**src/rtl/chacha_pkg.sv**
```systemverilog
// Shared types for the ChaCha20 keystream serializer: word type, block size, FSM state encoding.
package chacha_pkg;

   typedef logic [31:0] word_t;

   localparam int unsigned NWORDS = 16;
   localparam int unsigned IDX_W  = 4;

   typedef enum logic [1:0] {
      IDLE,
      STREAM,
      DONE
   } ser_state_e;

endpackage

```
**src/rtl/chacha_word_buffer.sv**
```systemverilog
// Capture register for one 4x4 ChaCha20 state matrix with a row-major word read mux.
module chacha_word_buffer
   import chacha_pkg::*;
(
   input  logic                   clk,
   input  logic                   rst,
   input  logic                   capture,
   input  word_t [3:0][3:0]       matrix_in,
   input  logic  [IDX_W-1:0]      idx,
   output word_t                  word_out
);

   word_t [3:0][3:0] mat_q;
   word_t [3:0][3:0] mat_d;

   always_comb begin
      mat_d = mat_q;
      if (capture) begin
         mat_d = matrix_in;
      end
   end

   always_ff @(posedge clk) begin
      if (!rst) begin
         mat_q <= '0;
      end else begin
         mat_q <= mat_d;
      end
   end

   // idx = 4*row + col, so the upper two bits pick the row
   always_comb begin
      word_out = mat_q[idx[3:2]][idx[1:0]];
   end

endmodule

```
**src/rtl/chacha_keystream_serializer.sv**
```systemverilog
// Streams one captured ChaCha20 block as 16 keystream words over valid/ready and pulses blockready when done.
// Optional CHACHA_SER_XOR_EN adds pt_word/ct_word for in-line encryption.
module chacha_keystream_serializer #(
   parameter int unsigned WORD_W = 32,
   parameter int unsigned NWORDS = 16,
   parameter int unsigned CNT_W  = 32
) (
   input  logic                          clk,
   input  logic                          rst,
   input  chacha_pkg::word_t [3:0][3:0]  matrix_in,
   input  logic                          matrix_valid,
   output logic                          matrix_ready,
   input  logic                          flush,
`ifdef CHACHA_SER_XOR_EN
   input  logic [WORD_W-1:0]             pt_word,
   output logic [WORD_W-1:0]             ct_word,
`endif
   output logic [WORD_W-1:0]             ks_word,
   output logic                          ks_valid,
   input  logic                          ks_ready,
   output logic                          ks_last,
   output logic                          blockready,
   output logic [CNT_W-1:0]              blocks_sent,
   output logic                          ctr_wrap
);

   import chacha_pkg::*;

   localparam logic [IDX_W-1:0] IDX_LAST = IDX_W'(NWORDS - 1);

   ser_state_e        state_q;
   ser_state_e        state_d;
   logic [IDX_W-1:0]  idx_q;
   logic [IDX_W-1:0]  idx_d;
   logic [CNT_W-1:0]  blocks_sent_q;
   logic [CNT_W-1:0]  blocks_sent_d;
   logic              ctr_wrap_q;
   logic              ctr_wrap_d;

   logic              capture;
   logic              handshake;
   word_t             buf_word;

   chacha_word_buffer u_buf (
      .clk       (clk),
      .rst       (rst),
      .capture   (capture),
      .matrix_in (matrix_in),
      .idx       (idx_q),
      .word_out  (buf_word)
   );

   always_ff @(posedge clk) begin
      if (!rst) begin
         state_q <= IDLE;
      end else begin
         state_q <= state_d;
      end
   end

   // flush wins over a same-cycle handshake, so it is tested first
   always_comb begin
      state_d = state_q;
      unique case (state_q)
         IDLE: begin
            if (matrix_valid) begin
               state_d = STREAM;
            end
         end
         STREAM: begin
            if (flush) begin
               state_d = IDLE;
            end else if (handshake && (idx_q == IDX_LAST)) begin
               state_d = DONE;
            end
         end
         DONE: begin
            state_d = IDLE;
         end
         default: begin
            state_d = IDLE;
         end
      endcase
   end

   always_comb begin
      matrix_ready = (state_q == IDLE) && rst;
      capture      = (state_q == IDLE) && rst && matrix_valid;
      ks_valid     = (state_q == STREAM);
      ks_last      = (state_q == STREAM) && (idx_q == IDX_LAST);
      blockready   = (state_q == DONE);
      handshake    = ks_valid && ks_ready;
   end

   always_comb begin
      idx_d         = idx_q;
      blocks_sent_d = blocks_sent_q;
      ctr_wrap_d    = ctr_wrap_q;
      if (capture) begin
         idx_d = '0;
      end else if ((state_q == STREAM) && !flush && handshake) begin
         idx_d = idx_q + IDX_W'(1);
      end
      if (state_q == DONE) begin
         blocks_sent_d = blocks_sent_q + CNT_W'(1);
         if (blocks_sent_q == '1) begin
            ctr_wrap_d = 1'b1;
         end
      end
   end

   always_ff @(posedge clk) begin
      if (!rst) begin
         idx_q         <= '0;
         blocks_sent_q <= '0;
         ctr_wrap_q    <= 1'b0;
      end else begin
         idx_q         <= idx_d;
         blocks_sent_q <= blocks_sent_d;
         ctr_wrap_q    <= ctr_wrap_d;
      end
   end

   assign ks_word     = WORD_W'(buf_word);
   assign blocks_sent = blocks_sent_q;
   assign ctr_wrap    = ctr_wrap_q;

`ifdef CHACHA_SER_XOR_EN
   assign ct_word = pt_word ^ ks_word;
`endif

endmodule

```
**config.mk**
```make
export PLATFORM = sky130hd
export DESIGN_NAME = chacha_keystream_serializer
export DESIGN_NICKNAME = d
export VERILOG_FILES = /design/src/rtl/chacha_pkg.sv /design/src/rtl/chacha_word_buffer.sv /design/src/rtl/chacha_keystream_serializer.sv
export SDC_FILE = /design/constraint.sdc
export NUM_CORES = 1
export LEC_CHECK = 0
export BUFFER_PORTS_ARGS = -buffer_cell sky130_fd_sc_hd__buf_2
export CAP_MARGIN = 5
export CELL_PAD_IN_SITES_DETAIL_PLACEMENT = 1
export CELL_PAD_IN_SITES_GLOBAL_PLACEMENT = 1
export CORE_MARGIN = 2
export CORE_UTILIZATION = 35
export CTS_CLUSTER_SIZE = 24
export DETAILED_ROUTE_END_ITERATION = 16
export PLACE_DENSITY_LB_ADDON = 0.1
export SLEW_MARGIN = 20
export SYNTH_ARGS = -nofsm -noshare
export SYNTH_HDL_FRONTEND = slang
export SYNTH_SLANG_ARGS = --single-unit
```
**constraint.sdc**
```tcl
create_clock -name clk -period 1.7 [get_ports clk]
set_input_delay 0.255 -clock clk [delete_from_list [all_inputs] [get_ports clk]]
set_output_delay 0.255 -clock clk [all_outputs]
set_load 0.005 [all_outputs]
```
==> flow_summary.yaml <==
outcome:
  status: "finished, violations left"
  violations: "setup timing"
logic_synthesis:
  ys_seq_area_share_pct: 47.43
  synth_cell_type_count: 33
  syn_area_mm2: 0.02325
  yosysTopAreaCell: "dfxtp_1"
  syn-num-nets: 3237
  avgSynthCellArea_um2: 8.556
  yosys-mux-area-fraction_pct: 13.90
  synthXorXnorAreaFrac_pct: 1.243
  ys.flop_type: "dfxtp_1"
  synth_top_family_by_area: "simple AND/OR/NAND/NOR gates"
  synth_common_cells: "nand2_1, dfxtp_1, nand3_1"
  synth_seq_cells: 551
  syn_inst: 2718
  synth_fa_ha_area_share_pct: 0.1076
  ys_warn_count: 0
  yosys.area_share.simple_pct: 31.16
  synthTopCellsByArea: "dfxtp_1, nand2_1, mux4_2"
  async_flop_share_pct: 0
  synth.most_common_cell: "nand2_1"
  synth_top_area_share_pct: 47.43
  synth-edff-count: 0
  synth_compound_area_share_pct: 1.776
job:
  max_cap_violations: 0
floorplanning:
  start_util_pct: 35.37
  rows: 94
  die_w_um: 261.8
  coreArea_mm2: 0.06575
  die_area_mm2: 0.06852
  die_h_um: 261.8
  io_pins: 586
sta:
  clock_skew_ns: 0.01133
  hold_viol_final: 0
  setup_slack_ns: -1.134
  finalCriticalPeriod_ns: 2.834
  fin_crit_sh_pct: 166.7
  worstMarginPinSlew_ns: 0.4532
  fmaxAchievable_mhz: 352.9
  max_slew_margin_pct: 69.78
  rsz0062_at_grt: "yes"
  setup_viol: 35
  whs_ns: 0.1656
  slew_violations: 0
critical_path:
  crit_type: "flop to output port"
  r2r-end: "u_buf.mat_q[406]$_SDFFE_PN0P_"
  rr_worst_depth: 8
  worstPathArrival_ns: 2.58
  rrSetupSlack_ns: -0.01
  path_max_fanout: 5
  crit_required_ns: 1.44
  cp-start-kind: "flop"
  worstReg2RegStart: "state_q[1]$_SDFFE_PN0P_"
  crit_path_end_kind: "output port"
place:
  dp_hpwl_mm: 74.86
  placedCellCount: 4130
  gp_congestion: 0.9233
  port_buffers: 585
detailed_routing:
  drt-initial-drc-count: 1781
  routed_wirelength_mm: 117.8
  wire_per_inst_um: 24.44
  drt_pass1_iterations: 5
  drc: 0
  vias: 25520
  vias_per_cell: 5.296
  ant_nets: 0
clock_tree:
  max-clock-path-buffers: 3
  cts.clk_slew.worst_paths_ns: 0.06
  cts_root_buf: "clkbuf_16"
  cts_tree: "done"
  cts.sinks: 551
  htree_levels: 2
  cts_buffers: 60
  clk_latency_ns: 0.62
final_layout:
  area_growth_pct: 57.12
  final_cells: 4819
  post-route-util_pct: 55.58
  nets: 4404
  drive_above_1_share_pct: 28.51
power:
  p_leak_uw: 0.01718
  p_per_area_mw_per_mm2: 898.4
  vdd_drop_max_v: 0.0008997
grt:
  grt_pass1_wl_mm: 168.5
  grt_pass1_vias: 27780
  grt.total_usage_pct: 32.68
  grt_max_degree: 94
  antenna_found_initial: 21
  overflow: 0
worst_hold_path:
  hold_path.class: "input pin to flop"
  holdPathStages: 5
  hold_path_end: "u_buf.mat_q[32]$_SDFFE_PN0P_"
  worstHoldStart: "matrix_valid"
[kinds of logic (layout without fill, tap and decap cells)]
kind of cell | count (synthesis) | count (layout)
simple gates | 1675 | 1675
xor+xnor | 33 | 33
other cells | 0 | 20
fa+ha+maj | 2 | 2
flops | 551 | 551
compound gates | 66 | 66
mux | 163 | 163
buf+inv | 228 | 1445
[repair_timing]
| action | 4_1_cts | 5_1_grt |
|---|---|---|
| gates cloned | 8 | 5 |
| pin swaps | 7 | 17 |
| endpoints found under the setup margin | 37 | 142 |
| buffers inserted | 23 | 10 |
| hold endpoints to repair | 514 | 0 |
| hold buffers | 514 | 0 |
| gates resized for setup | 56 | 73 |
[sequential cells by signal, summed over array words and instances, names as in the netlist]
signal,cells
ctr_wrap,1
state_q,2
blocks_sent,32
idx_q,4
u_buf.mat_q,512
[where the power goes]
part           internal (µW)  total [µW]  leakage (µW)  switching (µW)
clock                   7710       13400      0.000981            5680
combinational           2480        4940        0.0117            2460
sequential             13900       14500       0.00454             649
total                  24000       32800        0.0172            8790
[metrics by stage]
stage / setup WS (ns) / area, µm² / setup TNS (ns) / power (µW)
5_1_grt: -1.181 / 36540 / -37.42 / 33860
2_1_floorplan: -0.03597 / 23420 / -0.6551 / 16280
6_report: -1.134 / 36540 / -34.05 / 32830
3_5_place_dp: -0.5234 / 28220 / -14.81 / 18340
4_1_cts: -1.166 / 36030 / -36.27 / 32580
3_3_place_gp: -0.5251 / 28220 / -14.23 / 18230
[cells in the final DEF (no fill, tap or decap), types with 16 or more instances in the layout]
master and instances:
xnor2_1 23, clkbuf_16 65, buf_6 17, mux2i_1 33, buf_2 581, nand2_1 1037
buf_12 43, clkbuf_1 16, diode_2 20, dfxtp_1 539, nand3_1 522, nor2b_1 27
buf_4 152, and2_1 29, dlygate4sd3_1 514, a211oi_2 25, mux4_2 128
[worst max-delay path by stage]
stage	slack, ns	endpoint	start
floorplan	-0.04	ks_word[28]	idx_q[0]$_SDFFE_PP0P_
global placement	-0.53	ks_word[0]	idx_q[2]$_SDFFE_PP0P_
detailed placement	-0.52	ks_word[0]	idx_q[0]$_SDFFE_PP0P_
CTS	-1.17	ks_word[11]	idx_q[0]$_SDFFE_PP0P_
global route	-1.18	ks_word[16]	idx_q[0]$_SDFFE_PP0P_
finish	-1.13	ks_word[16]	idx_q[0]$_SDFFE_PP0P_
[worst max-delay path, cell delays in order, from the launching register on]
cell      delay (ns)
dfxtp_4         0.40
buf_6           0.13
buf_16          0.13
buf_12          0.10
mux4_2          0.47
nor2b_1         0.21
a211oi_2        0.26
a21oi_2         0.09
buf_2           0.14
[area by class of cell]
type / count / area (µm²)
Antenna cell: 20 / 50.05
Clock buffer: 89 / 1752
Clock inverter: 23 / 227.7
Fill cell: 7646 / 29210
Inverter: 6 / 22.52
Multi-Input combinational cell: 1939 / 11610
Sequential cell: 551 / 11060
Tap cell: 864 / 1081
Timing Repair Buffer: 1327 / 10740
[per-layer routing]
| metal | track usage [%] | share of wire (%) | up-vias |
|---|---|---|---|
| met3 | 6.269 | 5.9 | 384 |
| met2 | 57.12 | 50 | 1039 |
| met1 | 37.43 | 38 | 12600 |
| li1 | - | - | 11490 |
| met5 | 0 | 0.057 | - |
| met4 | 18.40 | 6.1 | 10 |
(Power assumes the default switching activity.)
